--- src/rtl/fetch_prefetch_unit_pkg.sv ---
// fetch_prefetch_unit_pkg: shared constants and the queue slot type.
// Ports: none (package).
package fetch_prefetch_unit_pkg;

    localparam int XLEN = 32;

    localparam logic [XLEN-1:0] NOP_INSTR    = 32'h0000_0013;
    localparam logic [XLEN-1:0] RESET_PC_DEF = 32'h0000_0000;

    typedef struct packed {
        logic [XLEN-1:0] pc;
        logic [XLEN-1:0] instr;
        logic            filled;
    } slot_t;

    function automatic logic [XLEN-1:0] word_align(
        input logic [XLEN-1:0] a
    );
        return {a[XLEN-1:2], 2'b00};
    endfunction

endpackage

--- src/rtl/fetch_prefetch_unit_if.sv ---
// fetch_prefetch_unit_if: decode-side and imem-side signals of fetch.
// master = fetch unit, slave = core/memory environment.
interface fetch_prefetch_unit_if;
    import fetch_prefetch_unit_pkg::*;

    logic            stall;
    logic            pc_sel;
    logic [XLEN-1:0] pc_nxt;
    logic            imem_req;
    logic [XLEN-1:0] imem_addr;
    logic            imem_gnt;
    logic            imem_rvalid;
    logic [XLEN-1:0] imem_rdata;
    logic [XLEN-1:0] instruction;
    logic [XLEN-1:0] pc_out;
    logic            valid;

    modport master (
        input  stall, pc_sel, pc_nxt,
        input  imem_gnt, imem_rvalid, imem_rdata,
        output imem_req, imem_addr,
        output instruction, pc_out, valid
    );

    modport slave (
        output stall, pc_sel, pc_nxt,
        output imem_gnt, imem_rvalid, imem_rdata,
        input  imem_req, imem_addr,
        input  instruction, pc_out, valid
    );

endinterface

--- src/rtl/fetch_prefetch_unit_queue.sv ---
// fetch_prefetch_unit_queue: prefetch slots with head/tail/fill pointers.
// Ports: flush_i, alloc_i/alloc_pc_i, fill_i/fill_data_i, pop_i -> count_o, head_*_o.
module fetch_prefetch_unit_queue
    import fetch_prefetch_unit_pkg::*;
#(
    parameter  int DEPTH = 4,
    localparam int PW    = $clog2(DEPTH),
    localparam int CW    = PW + 1
) (
    input  logic            clk,
    input  logic            rst,
    input  logic            flush_i,
    input  logic            alloc_i,
    input  logic [XLEN-1:0] alloc_pc_i,
    input  logic            fill_i,
    input  logic [XLEN-1:0] fill_data_i,
    input  logic            pop_i,
    output logic [CW-1:0]   count_o,
    output logic            head_valid_o,
    output logic [XLEN-1:0] head_instr_o,
    output logic [XLEN-1:0] head_pc_o
);

    slot_t slot_q [DEPTH];

    logic [PW-1:0] head_q, head_d;
    logic [PW-1:0] tail_q, tail_d;
    logic [PW-1:0] fill_q, fill_d;
    logic [CW-1:0] cnt_q, cnt_d;

    // fill_q always trails tail_q: it points at the oldest
    // allocated slot whose read has not returned yet.
    always_comb begin
        head_d = head_q;
        tail_d = tail_q;
        fill_d = fill_q;
        cnt_d  = cnt_q;
        if (flush_i) begin
            head_d = '0;
            tail_d = '0;
            fill_d = '0;
            cnt_d  = '0;
        end else begin
            if (alloc_i) tail_d = tail_q + PW'(1);
            if (fill_i)  fill_d = fill_q + PW'(1);
            if (pop_i)   head_d = head_q + PW'(1);
            cnt_d = cnt_q + CW'(alloc_i) - CW'(pop_i);
        end
    end

    always_ff @(posedge clk or negedge rst) begin
        if (!rst) begin
            head_q <= '0;
            tail_q <= '0;
            fill_q <= '0;
            cnt_q  <= '0;
        end else begin
            head_q <= head_d;
            tail_q <= tail_d;
            fill_q <= fill_d;
            cnt_q  <= cnt_d;
        end
    end

    // Stale filled bits after a flush are harmless: cnt_q gates
    // validity and every slot is re-cleared when re-allocated.
    always_ff @(posedge clk or negedge rst) begin
        if (!rst) begin
            for (int i = 0; i < DEPTH; i++) begin
                slot_q[i] <= '0;
            end
        end else if (!flush_i) begin
            if (alloc_i) begin
                slot_q[tail_q].pc     <= alloc_pc_i;
                slot_q[tail_q].filled <= 1'b0;
            end
            if (fill_i) begin
                slot_q[fill_q].instr  <= fill_data_i;
                slot_q[fill_q].filled <= 1'b1;
            end
        end
    end

    assign count_o      = cnt_q;
    assign head_valid_o = (cnt_q != '0) && slot_q[head_q].filled;
    assign head_instr_o = slot_q[head_q].instr;
    assign head_pc_o    = slot_q[head_q].pc;

endmodule

--- src/rtl/fetch_prefetch_unit.sv ---
// fetch_prefetch_unit: in-order prefetching fetch stage with redirect flush.
// Ports: clk, rst (async, active-low), bus (master: decode + imem handshake).
module fetch_prefetch_unit
    import fetch_prefetch_unit_pkg::*;
#(
    parameter  int              DEPTH    = 4,
    parameter  logic [XLEN-1:0] RESET_PC = RESET_PC_DEF,
    localparam int              CW       = $clog2(DEPTH) + 1,
    localparam int              OW       = CW + 3
) (
    input logic                   clk,
    input logic                   rst,
    fetch_prefetch_unit_if.master bus
);

    localparam logic [CW-1:0] FULL = CW'(DEPTH);

    logic [XLEN-1:0] fpc_q, fpc_d;
    logic [OW-1:0]   os_q, os_d;
    logic [OW-1:0]   drop_q, drop_d;

    logic [CW-1:0]   count;
    logic            head_valid;
    logic [XLEN-1:0] head_instr;
    logic [XLEN-1:0] head_pc;

    logic issue;
    logic hs;
    logic drop;
    logic fill;
    logic pop;

    // os_q counts every read still owed by memory, including
    // ones already marked for dropping after a redirect.
    always_comb begin
        issue = rst && (count < FULL) && !bus.pc_sel;
        hs    = issue && bus.imem_gnt;
        drop  = bus.imem_rvalid && (drop_q != '0);
        fill  = bus.imem_rvalid && !drop && !bus.pc_sel;
        pop   = head_valid && !bus.stall && !bus.pc_sel;
        os_d  = os_q + OW'(hs) - OW'(bus.imem_rvalid);
        if (bus.pc_sel) begin
            fpc_d  = word_align(bus.pc_nxt);
            drop_d = os_q - OW'(bus.imem_rvalid);
        end else begin
            fpc_d  = hs ? fpc_q + 32'd4 : fpc_q;
            drop_d = drop_q - OW'(drop);
        end
    end

    always_ff @(posedge clk or negedge rst) begin
        if (!rst) begin
            fpc_q  <= RESET_PC;
            os_q   <= '0;
            drop_q <= '0;
        end else begin
            fpc_q  <= fpc_d;
            os_q   <= os_d;
            drop_q <= drop_d;
        end
    end

    fetch_prefetch_unit_queue #(
        .DEPTH (DEPTH)
    ) u_queue (
        .clk          (clk),
        .rst          (rst),
        .flush_i      (bus.pc_sel),
        .alloc_i      (hs),
        .alloc_pc_i   (fpc_q),
        .fill_i       (fill),
        .fill_data_i  (bus.imem_rdata),
        .pop_i        (pop),
        .count_o      (count),
        .head_valid_o (head_valid),
        .head_instr_o (head_instr),
        .head_pc_o    (head_pc)
    );

    assign bus.imem_req    = issue;
    assign bus.imem_addr   = fpc_q;
    assign bus.valid       = head_valid;
    assign bus.pc_out      = head_pc;
    assign bus.instruction = head_valid ? head_instr : NOP_INSTR;

    a_rvalid_owed : assert property (
        @(posedge clk) disable iff (!rst)
        bus.imem_rvalid |-> (os_q != '0)
    ) else $error("imem_rvalid with no read outstanding");

endmodule

--- src/flat_wrapper.sv ---
// flat-port wrapper written by rule: the top's interface ports become plain ports
module fetch_prefetch_unit_flat import fetch_prefetch_unit_pkg::*;
#(
    parameter  int              DEPTH    = 4,
    parameter  logic [XLEN-1:0] RESET_PC = RESET_PC_DEF,
    localparam int              CW       = $clog2(DEPTH) + 1,
    localparam int              OW       = CW + 3
)
  (clk, rst, bus_stall, bus_pc_sel, bus_pc_nxt, bus_imem_gnt, bus_imem_rvalid, bus_imem_rdata, bus_imem_req, bus_imem_addr, bus_instruction, bus_pc_out, bus_valid);
  fetch_prefetch_unit_if bus_i ();
  input logic clk;
  input logic rst;
  input wire logic [$bits(bus_i.stall)-1:0] bus_stall;
  input wire logic [$bits(bus_i.pc_sel)-1:0] bus_pc_sel;
  input wire logic [$bits(bus_i.pc_nxt)-1:0] bus_pc_nxt;
  input wire logic [$bits(bus_i.imem_gnt)-1:0] bus_imem_gnt;
  input wire logic [$bits(bus_i.imem_rvalid)-1:0] bus_imem_rvalid;
  input wire logic [$bits(bus_i.imem_rdata)-1:0] bus_imem_rdata;
  output wire logic [$bits(bus_i.imem_req)-1:0] bus_imem_req;
  output wire logic [$bits(bus_i.imem_addr)-1:0] bus_imem_addr;
  output wire logic [$bits(bus_i.instruction)-1:0] bus_instruction;
  output wire logic [$bits(bus_i.pc_out)-1:0] bus_pc_out;
  output wire logic [$bits(bus_i.valid)-1:0] bus_valid;
  assign bus_i.stall = bus_stall;
  assign bus_i.pc_sel = bus_pc_sel;
  assign bus_i.pc_nxt = bus_pc_nxt;
  assign bus_i.imem_gnt = bus_imem_gnt;
  assign bus_i.imem_rvalid = bus_imem_rvalid;
  assign bus_i.imem_rdata = bus_imem_rdata;
  assign bus_imem_req = bus_i.imem_req;
  assign bus_imem_addr = bus_i.imem_addr;
  assign bus_instruction = bus_i.instruction;
  assign bus_pc_out = bus_i.pc_out;
  assign bus_valid = bus_i.valid;
  fetch_prefetch_unit #(.DEPTH(DEPTH), .RESET_PC(RESET_PC)) u_core (.clk(clk), .rst(rst), .bus(bus_i));
endmodule
--- config.mk ---
export PLATFORM = sky130hd
export DESIGN_NAME = fetch_prefetch_unit_flat
export DESIGN_NICKNAME = d
export VERILOG_FILES = /design/src/rtl/fetch_prefetch_unit_pkg.sv /design/src/rtl/fetch_prefetch_unit_if.sv /design/src/rtl/fetch_prefetch_unit_queue.sv /design/src/rtl/fetch_prefetch_unit.sv /design/src/flat_wrapper.sv
export SDC_FILE = /design/constraint.sdc
export NUM_CORES = 1
export LEC_CHECK = 0
export CAP_MARGIN = 25
export CORE_UTILIZATION = 53
export CTS_CLUSTER_DIAMETER = 150
export CTS_CLUSTER_SIZE = 20
export DETAILED_ROUTE_END_ITERATION = 10
export PLACE_DENSITY = 0.84
export SYNTH_ARGS = -nofsm -noshare
export SYNTH_HDL_FRONTEND = slang
export SYNTH_SLANG_ARGS = --single-unit
--- constraint.sdc ---
create_clock -name clk -period 3 [get_ports clk]
set_input_delay 0.6 -clock clk [delete_from_list [all_inputs] [get_ports clk]]
set_output_delay 0.6 -clock clk [all_outputs]
set_load 0.01 [all_outputs]
**Word level (Yosys, flattened, before mapping)**

Index checks and enable logic that the tools add are counted.

- Register bits after elaboration: 313
- Input bits: 70
- Output and inout bits: 98

- Add/subtract/negate cells: 10
- $lt $le $gt $ge: 6
- Multiplexer cells: 29
- Bitwise operators: 3
- Reductions and logical operators: 19

Operator list:

| cell | count |
|---|---|
| 260-bit bitwise mux | 4 |
| 260-bit 2-to-1 mux | 3 |
| 65-bit demux with 2-bit select | 4 |
| 65-bit 2-to-1 mux | 3 |
| 65-bit binary-select mux with 2-bit select | 1 |
| 32-bit 2-to-1 mux | 3 |
| 33-bit 2-to-1 mux | 1 |
| 32-bit by 3-bit adder with 32-bit output (second input constant) | 1 |
| 6-bit by 1-bit subtractor with 6-bit output | 3 |
| 2-bit 2-to-1 mux | 6 |
| 1-bit logical AND | 11 |
| 3-bit >= comparator (second input constant) | 3 |
| 2-bit NOT with 3-bit output | 3 |
| 2-bit by 1-bit adder with 2-bit output (second input constant) | 3 |
| 6-bit by 1-bit adder with 6-bit output | 1 |
| 3-bit by 1-bit < comparator with 1-bit output (second input constant) | 2 |
| 6-bit 2-to-1 mux | 1 |
| 2-bit nonzero test | 3 |
| 6-bit nonzero test | 1 |
| 3-bit by 1-bit adder with 3-bit output | 1 |
| 1-bit zero test | 3 |
| 3-bit < comparator (second input constant) | 1 |
| 3-bit 2-to-1 mux | 1 |
| 3-bit nonzero test | 1 |
| 2 further kinds | 3 |

**Longest topological paths before layout**

Gate-level depths: netlist of run 1.

- Word-level depth: 12
- Gate-level depth with buffers: 12
- Depth with buffers taken out: 10

**By module**

A second synthesis of run 1 with hierarchy kept.

- Cells, all modules: 1026
- Area total of the unflattened synthesis: 15013.1 um^2

By module, submodules not included:

| module | instances | cells an instance | area each (um^2) |
|---|---|---|---|
| fetch_prefetch_unit_queue | 1 | 682 | 12050.3 |
| fetch_prefetch_unit | 1 | 344 | 2962.8 |

**Least setup slack after synthesis of run 1**

Ideal clock, no wire load.

- Path kind: input to register
- Start: input bus_pc_sel
- End: register u_core.u_queue.cnt_q[2], in the netlist u_core.u_queue.count_o[2]
- Library setup time: 0.132 ns
- Arrival time: 2.535 ns
- Slack: 0.334 ns
- Stages: 11
- Path through: clkbuf_1 > clkbuf_1 > clkbuf_1 > nor3_1 > ha_1 > inv_1 > ha_1 > inv_1 > fa_1 > xnor2_1 > nor2_1

- Cells in the longest elaborated chain, start to end: 6
- Elaborated cells on any way between the ends: 7
- Those cells by class: add/sub (2); mux (1); reduce/logical (4)

RTL lines:

| element | RTL line | text |
|---|---|---|
| start, declared | flat_wrapper.sv:14 | `input wire logic [$bits(bus_i.pc_sel)-1:0] bus_pc_sel;` |
| 1-bit zero test | fetch_prefetch_unit.sv:36, fetch_prefetch_unit.sv:40 |  |
| 1-bit logical AND | fetch_prefetch_unit.sv:36 | `issue = rst && (count < FULL) && !bus.pc_sel;` |
| 1-bit logical AND | fetch_prefetch_unit.sv:37 | `hs = issue && bus.imem_gnt;` |
| 3-bit by 1-bit adder with 3-bit output | fetch_prefetch_unit_queue.sv:47 | `cnt_d = cnt_q + CW'(alloc_i) - CW'(pop_i);` |
| 3-bit by 1-bit subtractor with 3-bit output | fetch_prefetch_unit_queue.sv:47 |  |
| 3-bit 2-to-1 mux * | fetch_prefetch_unit_queue.sv:38 | `if (flush_i) begin` |
| net u_core.u_queue.cnt_d[2] | fetch_prefetch_unit_queue.sv:29 | `logic [CW-1:0] cnt_q, cnt_d;` |
| end signal, assigned | fetch_prefetch_unit_queue.sv:61 | `cnt_q <= cnt_d;` |
| end, declared | fetch_prefetch_unit_queue.sv:29 |  |

The timed path passes the listed nets; every way through them passes the cells marked *.
A chain may end at the register's enable or synchronous reset.

**Worst setup path after layout of run 1**

- Start: register u_core.u_queue.head_q[0]
- End: output bus_instruction[26]

- Cells in the longest elaborated chain, start to end: 6

RTL lines:

| element | RTL line | text |
|---|---|---|
| start, declared | fetch_prefetch_unit_queue.sv:26 | `logic [PW-1:0] head_q, head_d;` |
| start signal, assigned | fetch_prefetch_unit_queue.sv:53 | `head_q <= '0;` |
| start signal, assigned | fetch_prefetch_unit_queue.sv:58 | `head_q <= head_d;` |
| 2-bit NOT with 3-bit output (implied by the code) * | fetch_prefetch_unit_queue.sv:85, fetch_prefetch_unit_queue.sv:86 |  |
| 65-bit binary-select mux with 2-bit select * | fetch_prefetch_unit_queue.sv:85, fetch_prefetch_unit_queue.sv:86 |  |
| 65-bit 2-to-1 mux * (2 in series) | n/a |  |
| 1-bit logical AND | fetch_prefetch_unit_queue.sv:85 | `assign head_valid_o = (cnt_q != '0) && slot_q[head_q].filled;` |
| 32-bit 2-to-1 mux * | fetch_prefetch_unit.sv:84 | `assign bus.instruction = head_valid ? head_instr : NOP_INSTR;` |
| end, declared | flat_wrapper.sv:21 | `output wire logic [$bits(bus_i.instruction)-1:0] bus_instruction;` |

Mark *: on every way between the ends. The rest lies on a longest branch, timed or not. The select of a mux whose other input is x is not followed.

==> results of run 1 <==
-- report_power, final --
group / total, µW / switching, µW / internal, µW
combinational: 2170 / 930 / 1240
sequential: 5000 / 375 / 4620
clock: 2490 / 1340 / 1160
-- logic make-up (layout without fill, tap and decap cells) --
family / Yosys count / count (layout) / synth area share (%)
DFF: 303 / 303 / 53.4
muxes: 293 / 293 / 28.2
and+or+nand+nor: 211 / 211 / 8.01
buffers and inverters: 104 / 257 / 3.02
AOI/OAI and AO/OA: 79 / 79 / 3.32
xor gates and xnor gates: 28 / 28 / 1.73
adders and majority gates: 25 / 25 / 2.31
other: 1 / 4 / 0.0264
-- repair_timing --
item,4_1_cts,5_1_grt
endpoints found under the setup margin,60,27
gates resized for setup,40,12
hold endpoints to repair,17,0
setup buffers,5,7
hold buffers,1,0
gates cloned,3,1
-- cell type report --
class / count / area, µm²
Fill cell: 1875 / 9150
Sequential cell: 303 / 7590
Multi-Input combinational cell: 640 / 6220
Timing Repair Buffer: 209 / 2230
Clock buffer: 20 / 479
Tap cell: 335 / 419
Inverter: 27 / 101
Clock inverter: 1 / 20.0
-- critical path, delay by kind of cell (launching register included) --
family	cells	cell delay (ps)
and+or+nand+nor	1	150
DFF	1	490
buffers and inverters	2	690
muxes	1	560
-- metal layers --
| metal | global-route usage [%] | vias up | wire length, µm |
|---|---|---|---|
| met5 | 0 | - | 0 |
| met4 | 7.35 | 0 | 715 |
| met3 | 3.20 | 56 | 1580 |
| met2 | 40.9 | 262 | 16300 |
| met1 | 32.7 | 4772 | 13900 |
| li1 | - | 4072 | - |
-- worst max path at each step --
stage                     slack (ps)                      from  cells after the start                        end
after floorplan                  330                bus_pc_sel                     11  u_core.u_queue.count_o[2]
after global placement           280              bus_imem_gnt                      6   u_core.bus.imem_addr[29]
after detailed placement         190              bus_imem_gnt                      6   u_core.bus.imem_addr[20]
after CTS                         -5  u_core.u_queue.head_q[0]                      4        bus_instruction[26]
after global routing             -70  u_core.u_queue.head_q[0]                      4        bus_instruction[26]
final                             -5  u_core.u_queue.head_q[0]                      4        bus_instruction[26]
-- synthesized netlist by cell type, types with 5 or more instances --
cell type / instances
o211ai_1: 5
buf_1: 13
mux4_2: 63
buf_2: 14
nand3_1: 19
a31oi_1: 13
clkbuf_1: 43
or4_1: 19
nand2_1: 72
dfrtp_1: 303
mux2_2: 228
a21oi_1: 6
nand4_1: 10
ha_1: 23
xnor2_1: 18
buf_4: 5
nor2_1: 26
o21ai_0: 39
nor3_1: 5
nor2b_1: 32
o31ai_1: 11
inv_1: 26
xor2_1: 10
-- sequential cells by signal, summed over array words and instances, names as in the netlist --
name / flops
u_core.drop_q: 6
u_core.bus.imem_addr: 30
u_core.os_q: 6
u_core.u_queue.count_o: 3
u_core.u_queue.fill_q: 2
u_core.u_queue.tail_q: 2
u_core.u_queue.slot_q: 252
u_core.u_queue.head_q: 2
-- per-stage QoR --
step	hold slack, ps	setup TNS (ps)	area (µm²)	worst slack [ps]
floorplan	304	0	14200	334
global placement	445	0	16300	282
detailed placement	446	0	16300	191
CTS	123	-4.97	16900	-4.97
global route	139	-472	17100	-70.7
finish	127	-4.89	17100	-4.89
==> impl_metrics.json, run 1 <==
{
  "outcome": "finished with violations",
  "violations": "design-rule violations, negative setup slack",
  "start_util_pct": 54.2,
  "ys_types": 47,
  "relSlewSlack_pct": 44.7,
  "ir_drop_mv": 0.358,
  "drt_pass1_iterations": 8,
  "worstPathArrival_ps": 2400,
  "p_leak_uw": 0.00792,
  "ys_seq_elements": 303,
  "via_per_inst": 5.97,
  "first_global_vias": 9858,
  "vias": 9162,
  "root_buffer": "clkbuf_16",
  "cp_slowest_cell": "mux4_2",
  "synthTopCellsByArea": "dfrtp_1, mux2_2, mux4_2",
  "synth_area_um2": 14200,
  "final.setup.worst_slack_ps": -4.89,
  "r2r-end": "u_core.u_queue.count_o[2]",
  "cts_sinks": 303,
  "cts_buffers": 19,
  "reg2reg_depth": 11,
  "die_w_um": 166,
  "synth_area_leader_cell": "dfrtp_1",
  "final_util_pct": 65.1,
  "grtUsageTotal_pct": 24.1,
  "coreArea_um2": 26200,
  "dp_cells": 1497,
  "period_needed_ps": 3000,
  "diodes": 0,
  "grt_overflow": 0,
  "place_congestion": 0.805,
  "area_growth_pct": 20.1,
  "power_density_nw_per_um2": 566,
  "setup_viol": 1,
  "yosys_most_used_dff": "dfrtp_1",
  "max_stage_delay_ps": 560,
  "drive_above_1_share_pct": 31.3,
  "cp-start-kind": "flip-flop",
  "grt_pass1_wl_um": 52800,
  "synthArstFlopShare_pct": 100,
  "post-dp-hpwl_um": 20800,
  "portBuffers": 161,
  "rsz0062_at_grt": "true",
  "die-height_um": 166,
  "dieArea_um2": 27500,
  "final_net_count": 1295,
  "final_common_cell": "dfrtp_1",
  "drv_slew": 0,
  "r2r_slack_ps": 340,
  "cp.required_ps": 2400,
  "worstReg2RegStart": "u_core.u_queue.head_q[0]",
  "clk_latency_ps": 510,
  "hold_path.class": "in2async",
  "cp_cell_sequence": "buf_6, mux4_2, nor2b_1, clkdlybuf4s50_1",
  "drc": 16,
  "ctsHtreeMaxLevel": 1,
  "cp_max_fo": 11,
  "synth_edf_count": 0,
  "wl_per_cell_um": 21.2,
  "ant_nets": 0,
  "clk_pin_slew_ps": 90,
  "synth_top_cell_area_share_pct": 53.4,
  "tritoncts": "done",
  "period_share_pct": 100,
  "clock-skew-final_ps": 28.3,
  "clockBufferDepth": 3,
  "worst_pin_slew_ps": 830,
  "grt_max_degree": 67,
  "core.rowCount": 59,
  "final_cells": 1535,
  "yosysSeqAreaShare_pct": 53.4,
  "p_total_uw": 9660,
  "totalWireLength_um": 32500,
  "yosys_warnings": 0,
  "antenna_found_initial": 0,
  "end_kind": "output port",
  "synth_cells": 1044,
  "synth_area_per_cell_um2": 13.6,
  "drt_iter0_drc": 676,
  "final_cell_mix": "dfrtp_1, mux2_2, clkdlybuf4s50_1",
  "path_class": "reg2out",
  "cap_viol_max_count": 0,
  "pin_count": 168,
  "max_clock_freq_ghz": 0.333,
  "hold_viol": 0
}
(Power assumes the default switching activity.)
==> run 2, diff against run 1 <==
--- a/config.mk
+++ b/config.mk
@@ -6,6 +6,7 @@
 export NUM_CORES = 1
 export LEC_CHECK = 0
 export CAP_MARGIN = 25
+export CORE_ASPECT_RATIO = 1.4
 export CORE_UTILIZATION = 53
 export CTS_CLUSTER_DIAMETER = 150
 export CTS_CLUSTER_SIZE = 20
==> run 2 against run 1 <==
Compared with the run above:
- the flow now finishes without violations
- die area about the same
- non-clock buffer count increased by 8
- power decreased by 1.1%
- first-iteration DRC count decreased by 37%
- via count decreased by 0.83%
- critical endpoint is now bus_pc_out[6]
==> impl_metrics.json, run 2 (same netlist as run 1, synthesis figures left out) <==
{
  "grt_overflow": 0,
  "hold_path_depth": 2,
  "dp_cells": 1483,
  "start_util_pct": 54.2,
  "max_clock_freq_ghz": 0.341,
  "hold_viol": 0,
  "pin_count": 168,
  "relSlewSlack_pct": 35.5,
  "reg2reg_depth": 12,
  "path_buf_inv": 3,
  "final_cell_mix": "dfrtp_1, mux2_2, clkdlybuf4s50_1",
  "root_buffer": "clkbuf_16",
  "path_class": "reg2out",
  "clk_latency_ps": 500,
  "place_congestion": 0.806,
  "core.rowCount": 70,
  "drt_iter0_drc": 425,
  "end_kind": "output port",
  "cp_max_fo": 10,
  "seqCellArea_um2": 7590,
  "vias": 9086,
  "area_growth_pct": 20.3,
  "antenna_found_initial": 0,
  "totalWireLength_um": 31300,
  "diodes": 0,
  "wl_per_cell_um": 20.4,
  "rsz0062_at_grt": "false",
  "crit_path_start": "u_core.u_queue.head_q[0]",
  "ctsHtreeMaxLevel": 1,
  "setup_viol": 0,
  "ant_nets": 0,
  "hp-start": "u_core.u_queue.slot_q[251]",
  "cts_sinks": 303,
  "final_cells": 1532,
  "cts_buffers": 19,
  "power_density_nw_per_um2": 559,
  "grt_max_degree": 174,
  "final_net_count": 1303,
  "drt_pass1_iterations": 5,
  "ir_drop_mv": 0.453,
  "cp_cell_sequence": "buf_4, buf_16, mux4_2, clkdlybuf4s50_1",
  "post-dp-hpwl_um": 19600,
  "path_depth": 4,
  "tritoncts": "done",
  "die_w_um": 140,
  "drc": 0,
  "hold_path.class": "reg2reg",
  "cp_slowest_cell": "clkdlybuf4s50_1",
  "fin_tns_setup_ps": 0,
  "via_per_inst": 5.93,
  "period_share_pct": 97.8,
  "worstPathArrival_ps": 2330,
  "worst_pin_slew_ps": 968,
  "dieArea_um2": 27500,
  "first_global_vias": 9719,
  "outcome": "complete, no violations",
  "clock-skew-final_ps": 15.9,
  "clk_pin_slew_ps": 90,
  "coreArea_um2": 26200,
  "fillers": 1885,
  "period_needed_ps": 2930,
  "clockBufferDepth": 3,
  "largest_register_ffs": 252,
  "r2r-end": "u_core.u_queue.count_o[2]",
  "drive_above_1_share_pct": 31.5,
  "worstReg2RegStart": "u_core.u_queue.head_q[0]",
  "cp-start-kind": "flip-flop",
  "final_common_cell": "dfrtp_1",
  "grtUsageTotal_pct": 23.6,
  "cap_viol_max_count": 0,
  "grt_pass1_wl_um": 50900,
  "max_stage_delay_ps": 540,
  "cpLargestDelayFamily": "buffers and inverters",
  "p_leak_uw": 0.00793,
  "cp.required_ps": 2400,
  "multi_input_area_um2": 6210,
  "final_util_pct": 65.2,
  "portBuffers": 161,
  "regMostFlops": "u_core.u_queue.slot_q",
  "whs_endpoint": "u_core.u_queue.slot_q[251]",
  "die-height_um": 196,
  "drv_slew": 0,
  "r2r_slack_ps": 320
}
-- run 2: cell types whose count changed in the layout (fill, tap and decap cells not counted), sizes merged --
cell / previous run / this run
clkdlybuf4s50: 124 / 106
dlygate4sd2: 25 / 43
buf: 46 / 57
clkdlybuf4s15: 4 / 8
dlymetal6s2s: 6 / 2
bufbuf: 2 / 0
clkbuf: 21 / 20
-- run 2: final cells by class --
cell class | count | area share (%)
Sequential cell | 303 | 44.4
Multi-Input combinational cell | 640 | 36.4
Timing Repair Buffer | 217 | 13.3
Clock buffer | 20 | 2.81
Tap cell | 324 | 2.37
Inverter | 27 | 0.593
Clock inverter | 1 | 0.117
-- run 2: through the flow --
stage	hold slack (ps)	total power [µW]	setup slack, ps	cell area [µm²]
after floorplan	304	6310	334	14200
after global placement	443	7090	137	16300
after detailed placement	445	7200	131	16300
after CTS	485	9650	1.38	16900
after global routing	508	10100	4.66	17100
final	482	9550	66.9	17100
-- run 2: how the worst max path moves through the flow --
stage | to | slack, ps
4_1_cts | bus_instruction[26] | 1
3_3_place_gp | u_core.u_queue.count_o[2] | 140
3_5_place_dp | u_core.u_queue.count_o[2] | 130
2_1_floorplan | u_core.u_queue.count_o[2] | 330
6_report | bus_pc_out[6] | 70
5_1_grt | bus_instruction[7] | 5
-- run 2: where the power goes --
group | internal (µW) | leakage, µW | switching (µW)
clock network | 1150 | 0.000245 | 1310
logic | 1190 | 0.00367 | 910
registers | 4620 | 0.00402 | 361
total | 6970 | 0.00793 | 2580
-- run 2: per-layer routing --
layer / global-route usage, % / vias to the layer above / routed length (µm)
li1: - / 4068 / -
met1: 28.2 / 4730 / 12200
met2: 43.6 / 238 / 16900
met3: 3.32 / 50 / 1440
met4: 7.49 / 0 / 787
met5: 0 / - / 0
-- run 2: what timing repair did --
item,CTS,global route
resized for setup,59,10
cloned,3,0
hold buffers,1,0
hold endpoints to repair,18,0
buffers inserted,11,13
endpoints found under the setup margin,36,10
-- run 2: worst reg2reg max path, cell delays in order (launching register included) --
cell	delay, ps
dfrtp_4	490
mux4_2	570
nand2b_4	140
buf_4	120
buf_4	110
nor3_1	40
ha_1	270
inv_1	60
ha_1	130
inv_1	50
fa_1	370
xnor2_1	170
nor2_1	50
